### src/rtl/vend_pkg.sv
// Shared types and constants for the vending change controller.
//   vend_fsm_t        : controller FSM state encoding
//   NUM_CREDIT_STATES : width of the one-hot credit register (S0..S6)
//   QUARTER_W         : width of a quarter count (0..6)
//   DEFAULT_PRICE_Q   : default item price in quarters
package vend_pkg;

  localparam int NUM_CREDIT_STATES = 7;
  localparam int QUARTER_W         = 3;
  localparam int DEFAULT_PRICE_Q   = 4;

  typedef enum logic [2:0] {
    IDLE     = 3'd0,
    VEND     = 3'd1,
    CHG_REQ  = 3'd2,
    CHG_WAIT = 3'd3,
    CLEAR    = 3'd4
  } vend_fsm_t;

endpackage

### src/rtl/vend_change_controller_credit_decoder.sv
// credit_decoder: one-hot credit register -> quarter count.
//   state [6:0] in  : one-hot credit, bit k = k quarters
//   count [2:0] out : index of the set bit (only meaningful when valid)
//   valid       out : exactly one bit of state is set
// Purely combinational.
module credit_decoder
  import vend_pkg::*;
(
  input  logic [NUM_CREDIT_STATES-1:0] state,
  output logic [QUARTER_W-1:0]         count,
  output logic                         valid
);

  localparam logic [NUM_CREDIT_STATES-1:0] ONE = NUM_CREDIT_STATES'(1);

  // OR of the indices of all set bits; equals the index when one-hot.
  always_comb begin
    count = '0;
    for (int i = 0; i < NUM_CREDIT_STATES; i++) begin
      if (state[i]) count = count | QUARTER_W'(i);
    end
  end

  // Non-zero with no second bit set.
  assign valid = (state != '0) && ((state & (state - ONE)) == '0);

endmodule

### src/rtl/vend_change_controller.sv
// vend_change_controller: vend actuator and change hopper sequencer.
//   CLK          in  : clock, rising edge
//   RES          in  : synchronous active-high reset
//   state[6:0]   in  : one-hot credit register
//   vend_req     in  : single-cycle vend button pulse
//   coin_ack     in  : hopper ack (high = quarter ejected, low = ready)
//   vend_out     out : vend actuator, high VEND_CYCLES cycles
//   quarter_out  out : hopper eject request
//   credit_clear out : one-cycle pulse, forces credit back to S0
//   deny         out : one-cycle pulse on a rejected request
//   busy         out : FSM not idle
//   error        out : combinational, credit not one-hot
// All outputs except error come straight from flops.
module vend_change_controller
  import vend_pkg::*;
#(
  parameter int PRICE_Q     = DEFAULT_PRICE_Q,
  parameter int VEND_CYCLES = 3
) (
  input  logic                         CLK,
  input  logic                         RES,
  input  logic [NUM_CREDIT_STATES-1:0] state,
  input  logic                         vend_req,
  input  logic                         coin_ack,
  output logic                         vend_out,
  output logic                         quarter_out,
  output logic                         credit_clear,
  output logic                         deny,
  output logic                         busy,
  output logic                         error
);

  localparam int                   CYC_W    = (VEND_CYCLES < 2) ? 1 : $clog2(VEND_CYCLES + 1);
  localparam logic [QUARTER_W-1:0] PRICE    = QUARTER_W'(PRICE_Q);
  localparam logic [CYC_W-1:0]     CYC_LOAD = CYC_W'(VEND_CYCLES);
  localparam logic [CYC_W-1:0]     CYC_ONE  = CYC_W'(1);
  localparam logic [QUARTER_W-1:0] Q_ONE    = QUARTER_W'(1);

  vend_fsm_t            fsm_q, fsm_d;
  logic [QUARTER_W-1:0] chg_q, chg_d;
  logic [CYC_W-1:0]     cyc_q, cyc_d;
  logic [QUARTER_W-1:0] credit;
  logic                 valid;
  logic                 deny_d;

  credit_decoder u_dec (
    .state (state),
    .count (credit),
    .valid (valid)
  );

  assign error = !valid;

  always_comb begin
    fsm_d  = fsm_q;
    chg_d  = chg_q;
    cyc_d  = cyc_q;
    deny_d = 1'b0;
    case (fsm_q)
      IDLE: begin
        if (vend_req) begin
          if (valid && (credit >= PRICE)) begin
            chg_d = credit - PRICE;
            cyc_d = CYC_LOAD;
            fsm_d = VEND;
          end else begin
            deny_d = 1'b1;
          end
        end
      end
      VEND: begin
        // Counter starts at VEND_CYCLES; leaving on 1 gives exactly
        // VEND_CYCLES cycles of vend_out.
        cyc_d = cyc_q - CYC_ONE;
        if (cyc_q == CYC_ONE) fsm_d = (chg_q != '0) ? CHG_REQ : CLEAR;
      end
      CHG_REQ: begin
        if (coin_ack) begin
          chg_d = chg_q - Q_ONE;
          fsm_d = CHG_WAIT;
        end
      end
      CHG_WAIT: begin
        // No timeout: a stuck-high ack parks the FSM here.
        if (!coin_ack) fsm_d = (chg_q == '0) ? CLEAR : CHG_REQ;
      end
      CLEAR:   fsm_d = IDLE;
      default: fsm_d = IDLE;
    endcase
  end

  // Outputs are registered from the next state so they line up with
  // the state they describe, with no input-to-output comb path.
  always_ff @(posedge CLK) begin
    if (RES) begin
      fsm_q        <= IDLE;
      chg_q        <= '0;
      cyc_q        <= '0;
      vend_out     <= 1'b0;
      quarter_out  <= 1'b0;
      credit_clear <= 1'b0;
      deny         <= 1'b0;
      busy         <= 1'b0;
    end else begin
      fsm_q        <= fsm_d;
      chg_q        <= chg_d;
      cyc_q        <= cyc_d;
      vend_out     <= (fsm_d == VEND);
      quarter_out  <= (fsm_d == CHG_REQ);
      credit_clear <= (fsm_d == CLEAR);
      deny         <= deny_d;
      busy         <= (fsm_d != IDLE);
    end
  end

endmodule

### config.mk
export PLATFORM = sky130hd
export DESIGN_NAME = vend_change_controller
export DESIGN_NICKNAME = d
export VERILOG_FILES = /design/src/rtl/vend_pkg.sv /design/src/rtl/vend_change_controller_credit_decoder.sv /design/src/rtl/vend_change_controller.sv
export SDC_FILE = /design/constraint.sdc
export NUM_CORES = 1
export LEC_CHECK = 0
export BUFFER_PORTS_ARGS = -buffer_cell sky130_fd_sc_hd__buf_4
export CAP_MARGIN = 20
export CORE_UTILIZATION = 51
export CTS_CLUSTER_SIZE = 25
export DETAILED_ROUTE_END_ITERATION = 10
export PLACE_DENSITY = 0.83
export SYNTH_ARGS = -nofsm -noshare
export SYNTH_HDL_FRONTEND = slang
export SYNTH_SLANG_ARGS = --single-unit
export TNS_END_PERCENT = 100
### constraint.sdc
create_clock -name CLK -period 2.1 [get_ports CLK]
set_input_delay 0.42 -clock CLK [delete_from_list [all_inputs] [get_ports CLK]]
set_output_delay 0.42 -clock CLK [all_outputs]
set_load 0.02 [all_outputs]
Word level (Yosys, flattened, before mapping)
Index checks and enable logic that the tools add are counted.
{ "totals": {"ff_bits": 13, "in_bits": 11, "output_inout_bits": 6, "word_cells": 62} }
{ "classes": {"add_sub_neg": 4, "order_cmp": 1, "eq_ne": 10, "muxes": 22, "bitwise_logic": 3, "n_reduce_logical": 14} }
{ "op_table": {"columns": ["op", "n"], "rows": [
  ["$mux 3", 13],
  ["$pmux 3 s4", 1],
  ["$eq 3x2->1 const B", 3],
  ["$mux 2", 4],
  ["$and 7x7->7", 1],
  ["$logic_not 7->1", 1],
  ["$reduce_bool 7->1", 1],
  ["$sub 7x1->7 const B", 1],
  ["$eq 3x1->1 const B", 2],
  ["$logic_not 3->1", 2],
  ["$ne 2x2->1 const B", 3],
  ["$pmux 3 s2", 1],
  ["$reduce_bool 3->1", 2],
  ["$pmux 2 s2", 1],
  ["$reduce_and 4->1", 1],
  ["$reduce_bool 2->1", 2],
  ["$eq 3x3->1 const B", 1],
  ["$ge 3x3->1 const B", 1],
  ["$reduce_and 3->1", 1],
  ["$reduce_or 3->1", 1],
  ["$sub 3x1->3 const B", 1],
  ["$sub 3x3->3 const B", 1],
  ["$eq 2x1->1 const B", 1],
  ["$logic_and 1x1->1", 2],
  ["4 further kinds", 6]
]} }

Depth between registers and ports, before layout
Gate-level depths: netlist of run 1.
{ "depth": {"ltp_word": 12, "ltp_mapped": 6, "depth_no_buf": 6} }

By module
From an unflattened synthesis of run 1, not the netlist that was laid out.
{ "hier_totals": {"cells_unflattened": 84, "area_unflattened_um2": 777.0} }
{ "by_module_without_submodules": {"columns": ["mod", "n_inst", "cells_each", "area_per_inst_um2"], "rows": [
  ["vend_change_controller", 1, 70, 679.4],
  ["credit_decoder", 1, 14, 97.6]
]} }

Least setup slack after synthesis of run 1
OpenSTA, ideal clock, no wires.
{ "synth_timing": {"path_kind": "input port to output port", "from": "input state[4]", "to": "output error", "arrival_time_ns": 1.529, "t_required_ns": 1.680, "path_slack_ns": 0.151, "stages": 4, "path_cell_list": "nor3_1 xor2_1 o41a_1 a21o_1"} }
{ "synth_between": {"elab_chain_len": 5, "word_cells_on_any_way": 6, "cone_classes": "1 x add/sub; 1 x bitwise; 4 x reduce/logical"} }
{ "synth_rtl": {"columns": ["item", "line", "source"], "rows": [
  ["start: declaration", "vend_change_controller.sv:22", "input logic [NUM_CREDIT_STATES-1:0] state,"],
  ["$sub 7x1->7", "vend_change_controller_credit_decoder.sv:25", "assign valid = (state != '0) && ((state & (state - ONE)) == '0);"],
  ["$and 7x7->7", "vend_change_controller_credit_decoder.sv:25", null],
  ["$logic_not 7->1", "vend_change_controller_credit_decoder.sv:25", null],
  ["$logic_and 1x1->1 *", "vend_change_controller_credit_decoder.sv:25", null],
  ["$logic_not 1->1 *", "vend_change_controller.sv:52", "assign error = !valid;"],
  ["end: declaration", "vend_change_controller.sv:30", "output logic error"]
]} }
Mark *: on every way between the ends. The rest lies on a longest branch, timed or not.

Worst setup path after layout of run 1
Same ends and word-level chain as after synthesis.

==> results of run 1 <==
## per-layer routing
layer  track usage [%]  up-vias
li1                  -      355
met1              27.4      334
met2              38.5       17
met3              8.70        2
met4              6.67        0
met5                 0        -
## critical path, cell delays in order
cell,delay (ns)
buf_4,0.12
nor3_1,0.29
xor2_1,0.11
o41a_1,0.31
a21o_1,0.18
buf_4,0.15
## cells in the final DEF (no fill, tap or decap), types with 2 or more instances in the layout
| cell | netlist | final |
|---|---|---|
| buf_4 | 0 | 19 |
| dfxtp_1 | 13 | 13 |
| nand2_1 | 8 | 8 |
| inv_1 | 6 | 6 |
| nor3_1 | 6 | 6 |
| nor3b_1 | 4 | 4 |
| nor2_1 | 4 | 4 |
| a21oi_1 | 4 | 4 |
| nor4_1 | 3 | 3 |
| ha_1 | 3 | 3 |
| clkbuf_4 | 0 | 3 |
| o21ai_0 | 2 | 2 |
| or4_4 | 2 | 2 |
| a311oi_1 | 2 | 2 |
| a211oi_1 | 2 | 2 |
| nor2b_1 | 2 | 2 |
| nand3_1 | 2 | 2 |
| or4_1 | 2 | 2 |
| mux2i_1 | 2 | 2 |
## flip-flops by register name, summed over array words and instances, names as in the netlist
signal / flops
busy: 1
credit_clear: 1
vend_out: 1
chg_q: 3
cyc_q: 2
deny: 1
quarter_out: 1
fsm_q: 3
## worst max-delay path by stage
stage | cells after the start | to | from
after floorplan | 4 | error | state[4]
after global placement | 5 | busy | state[0]
after detailed placement | 5 | busy | state[0]
after CTS | 6 | error | state[4]
after global routing | 6 | error | state[4]
final | 6 | error | state[4]
## power groups by stage
stage	clock network (mW)	logic, mW	registers, mW
2_1_floorplan	0	0.0292	0.259
3_3_place_gp	0	0.0604	0.257
3_5_place_dp	0	0.0623	0.258
4_1_cts	0.161	0.0625	0.252
5_1_grt	0.169	0.0676	0.252
6_report	0.156	0.0630	0.252
## cells by family after synthesis
logic type | share of synthesized area, %
and+or+nand+nor | 34.0
adders and majority gates | 6.24
DFF | 34.2
AOI/OAI and AO/OA | 15.8
muxes | 2.63
xor gates and xnor gates | 1.15
buffers and inverters | 6.07
## stage by stage
stage	utilization (%)	instances	hold slack (ns)
5_1_grt	68.6	120	0.413
3_5_place_dp	66.6	116	0.464
4_1_cts	68.6	120	0.401
6_report	68.6	120	0.407
3_3_place_gp	66.6	116	0.468
2_1_floorplan	-	86	0.444
## layout make-up
cell class                      count  area share [%]
Tap cell                           15            2.03
Timing Repair Buffer               19            15.4
Sequential cell                    13            28.1
Clock buffer                        4            2.84
Multi-Input combinational cell     63            49.2
Inverter                            6            2.43
==> flow_metrics.env, run 1 <==
export IMPL_status="finished clean"
export IMPL_grt_max_degree=14
export IMPL_cts_resized=0
export IMPL_ctsHoldBuffers=0
export IMPL_synth_largest_area_cell="dfxtp_1"
export IMPL_finalSetupViolCount=0
export IMPL_regToRegSetupSlack_ns=0.24
export IMPL_cp_max_fo=3
export IMPL_yosys_top_cells_area="dfxtp_1, ha_1, nor3_1"
export IMPL_start_kind="primary input"
export IMPL_clkPwrFrac_pct=33.1
export IMPL_via_per_inst=5.90
export IMPL_vdd_ir_drop_max_mv=0.518
export IMPL_synth_cells=86
export IMPL_routedWlPerCell_um=13.6
export IMPL_postSynthNetCount=100
export IMPL_total_leakage_power_nw=0.350
export IMPL_row_count=13
export IMPL_hp_class="in -> reg"
export IMPL_slew_violations=0
export IMPL_fin_worst_skew_ns=0.00524
export IMPL_path_clk_slew_ns=0.08
export IMPL_insertion_delay_ns=0.28
export IMPL_period_share_pct=94.9
export IMPL_syn_to_final_growth_pct=21.5
export IMPL_yosysUniqueCellTypes=36
export IMPL_synth_seq_cells=13
export IMPL_layout_drive_gt1_share_pct=27.6
export IMPL_rsz0062_at_grt="false"
export IMPL_maxCapViolations=0
export IMPL_seq_area_um2=260
export IMPL_async_flop_share_pct=0
export IMPL_synthTopCellsByCount="dfxtp_1, nand2_1, inv_1, nor3_1"
export IMPL_ant_nets=0
export IMPL_p_comb_share_pct=13.4
export IMPL_grt_pass1_wl_um=2510
export IMPL_synth_most_common_cell="dfxtp_1"
export IMPL_r2r_start="fsm_q[0]"
export IMPL_ys_seq_area_share_pct=34.2
export IMPL_avgSynthCellArea_um2=8.86
export IMPL_post_cts_buffers=0
export IMPL_tns_ns=0
export IMPL_place_area_um2=900
export IMPL_min_period_ns=1.99
export IMPL_synth_edf_count=0
export IMPL_worstRegToRegCells=4
export IMPL_detailed_place_hpwl_um=1280
export IMPL_die_w_um=40.7
export IMPL_pwr_share_seq_pct=53.5
export IMPL_holdPathStages=2
export IMPL_route_met3_wl_um=82
export IMPL_finalHoldViolCount=0
export IMPL_numPortBuffers=16
export IMPL_dieArea_um2=1650
export IMPL_critPathKind="in -> out"
export IMPL_drc=0
export IMPL_syn_area_um2=762
export IMPL_dr_max_layer_used="met4"
export IMPL_ios=17
export IMPL_slew_headroom_pct=61.6
export IMPL_nNetsFinal=120
export IMPL_root_buffer="clkbuf_4"
export IMPL_cts_made_buffers=3
export IMPL_cp_required_ns=1.68
export IMPL_fill_cells=104
export IMPL_wl_met1_um=747
export IMPL_ys_warnings_count=0
export IMPL_core_area_um2=1350
export IMPL_r2r_end="busy"
export IMPL_power_mw=0.471
export IMPL_cts_tree="built"
export IMPL_gp_congestion=0.794
export IMPL_antenna_cells=0
export IMPL_min_from="RES"
export IMPL_tightest_slew_ns=0.574
export IMPL_die_y_um=40.7
export IMPL_max_freq_ghz=0.502
export IMPL_cp_data_arrival_time_ns=1.57
export IMPL_dr_pass1_iters=4
export IMPL_antenna_found_initial=0
export IMPL_cts_htree_levels=1
export IMPL_multi_input_area_um2=455
export IMPL_whs_endpoint="chg_q[1]"
export IMPL_drtIter0Drc=32
export IMPL_final_area_um2=926
export IMPL_grt_pass1_vias=595
export IMPL_end_kind="primary output"
export IMPL_ys_flop_type="dfxtp_1"
export IMPL_met2RoutedLength_um=793
export IMPL_dpl_worst_slack_ns=0.0143
export IMPL_internal_power_mw=0.354
export IMPL_initial_core_util_pct=56.4
export IMPL_switching_power_mw=0.116
export IMPL_track_usage_pct=23.1
export IMPL_clock_sinks=13
export IMPL_swShare_pct=24.7
export IMPL_yosysTopAreaCellShare_pct=34.2
export IMPL_cts_max_path_buffers=2
export IMPL_drt_wl_total_um=1630
export IMPL_p_per_area_nw_per_um2=508
export IMPL_worst_slack_ns=0.107
export IMPL_vias=708
export IMPL_grt_overflow=0
No activity file was read; power rests on OpenSTA's default activity.
==> run 2, diff against run 1 <==
--- a/config.mk
+++ b/config.mk
@@ -11,6 +11,7 @@
 export CTS_CLUSTER_SIZE = 25
 export DETAILED_ROUTE_END_ITERATION = 10
 export PLACE_DENSITY = 0.83
+export RECOVER_POWER = 100
 export SYNTH_ARGS = -nofsm -noshare
 export SYNTH_HDL_FRONTEND = slang
 export SYNTH_SLANG_ARGS = --single-unit
==> run 2 against run 1 <==
Sequential share of layout area up 1.3 points; clock-buffer cell count stayed put; die area unchanged; sequential power about the same; total power down 0.28%; critical path depth did not move; global-route usage is the same; highest routed layer unchanged.
==> flow_metrics.env, run 2 (synthesis results as in run 1) <==
export IMPL_hold_worst_slack_ns=0.408
export IMPL_finalHoldViolCount=0
export IMPL_place_area_um2=900
export IMPL_antenna_found_initial=0
export IMPL_maxCapViolations=0
export IMPL_hp_class="in -> reg"
export IMPL_min_period_ns=1.99
export IMPL_dieArea_um2=1650
export IMPL_fin_worst_skew_ns=0.00201
export IMPL_mostFrequentLayoutCells="dfxtp_1, buf_4, nand2_1, clkbuf_1"
export IMPL_routedWlPerCell_um=13.8
export IMPL_path_delay_family="compound AO/OA/AOI/OAI gates"
export IMPL_ctsHoldBuffers=0
export IMPL_cts_htree_levels=1
export IMPL_grt_max_degree=14
export IMPL_final_util_pct=65.5
export IMPL_vdd_ir_drop_max_mv=0.519
export IMPL_start_kind="primary input"
export IMPL_cts_made_buffers=3
export IMPL_layout_commonest_cell="dfxtp_1"
export IMPL_nNetsFinal=120
export IMPL_p_per_area_nw_per_um2=531
export IMPL_die_y_um=40.7
export IMPL_critical_path_max_stage_delay_ns=0.31
export IMPL_cp_required_ns=1.68
export IMPL_drtIter0Drc=19
export IMPL_root_buffer="clkbuf_4"
export IMPL_tightest_slew_ns=0.569
export IMPL_vias=701
export IMPL_core_area_um2=1350
export IMPL_crit_path_top_delay_cell="o41a_1"
export IMPL_ant_nets=0
export IMPL_dpl_worst_slack_ns=0.0143
export IMPL_gp_congestion=0.794
export IMPL_tns_ns=0
export IMPL_slew_headroom_pct=62.0
export IMPL_slew_violations=0
export IMPL_die_w_um=40.7
export IMPL_critPathKind="in -> out"
export IMPL_track_usage_pct=23.1
export IMPL_layout_drive_gt1_share_pct=18.1
export IMPL_fill_cells=115
export IMPL_drt_wl_total_um=1660
export IMPL_syn_to_final_growth_pct=16.1
export IMPL_cts_tree="built"
export IMPL_detailed_place_hpwl_um=1280
export IMPL_rsz0062_at_grt="false"
export IMPL_insertion_delay_ns=0.28
export IMPL_period_share_pct=94.7
export IMPL_drc=0
export IMPL_dr_pass1_iters=4
export IMPL_max_freq_ghz=0.503
export IMPL_total_leakage_power_nw=0.318
export IMPL_status="finished clean"
export IMPL_path_buf_inv=2
export IMPL_grt_overflow=0
export IMPL_row_count=13
export IMPL_grt_pass1_vias=595
export IMPL_via_per_inst=5.84
export IMPL_grt_pass1_wl_um=2510
export IMPL_cts_max_path_buffers=2
export IMPL_worst_slack_ns=0.111
export IMPL_final_area_um2=885
export IMPL_ios=17
export IMPL_cts_resized=0
export IMPL_finalSetupViolCount=0
export IMPL_path_clk_slew_ns=0.08
export IMPL_numPortBuffers=16
export IMPL_clock_sinks=13
export IMPL_cp_max_fo=3
export IMPL_cp_data_arrival_time_ns=1.57
export IMPL_initial_core_util_pct=56.4
export IMPL_crit_chain="buf_4, nor3_1, xor2_1, o41a_1, a21o_1, clkbuf_2"
export IMPL_largestRegisters="chg_q (3), fsm_q (3), cyc_q (2)"
export IMPL_post_cts_buffers=0
export IMPL_antenna_cells=0
export IMPL_end_kind="primary output"
==> run 2: changes by cell type in the layout (fill, tap and decap cells not counted) <==
cell      change
or4b_4        -1
and3_4        -1
or4_4         -2
buf_4         -7
clkbuf_2      +1
clkbuf_1      +6
or4_1         +2
or4b_1        +1
and3_1        +1
==> run 2: per-stage QoR <==
stage,power (mW),std cells
floorplan,0.288,86
global placement,0.318,116
detailed placement,0.320,116
CTS,0.475,120
global route,0.484,120
finish,0.469,120
==> run 2: where the power goes <==
part	switching (mW)	total [mW]	internal, mW
logic	0.0318	0.0581	0.0263
clock network	0.0856	0.160	0.0739
registers	0.00203	0.252	0.250
==> run 2: per-layer routing <==
layer | GRT usage, % | vias up | wire length [um]
li1 | - | 356 | -
met1 | 27.4 | 333 | 784
met2 | 38.5 | 9 | 803
met3 | 8.70 | 3 | 60
met4 | 6.67 | 0 | 8
met5 | 0 | - | 0
==> run 2: cell type report <==
cell class	instances	area (um2)	area share [%]
inverter	6	22.5	2.55
timing repair buffer	19	118	13.3
multi-input combinational	63	439	49.6
clock buffer	4	26.3	2.97
sequential	13	260	29.4
tap	15	18.8	2.12
==> run 2: path summary, 6_finish.rpt <==
kind	from	endpoint	slack [ns]	cells past startpoint
worst max-delay path	state[4]	error	0.11	6
worst max register to register	fsm_q[0]	busy	0.12	4
worst min register to register	chg_q[1]	chg_q[1]	0.48	2
worst min-delay path	RES	chg_q[1]	0.41	2
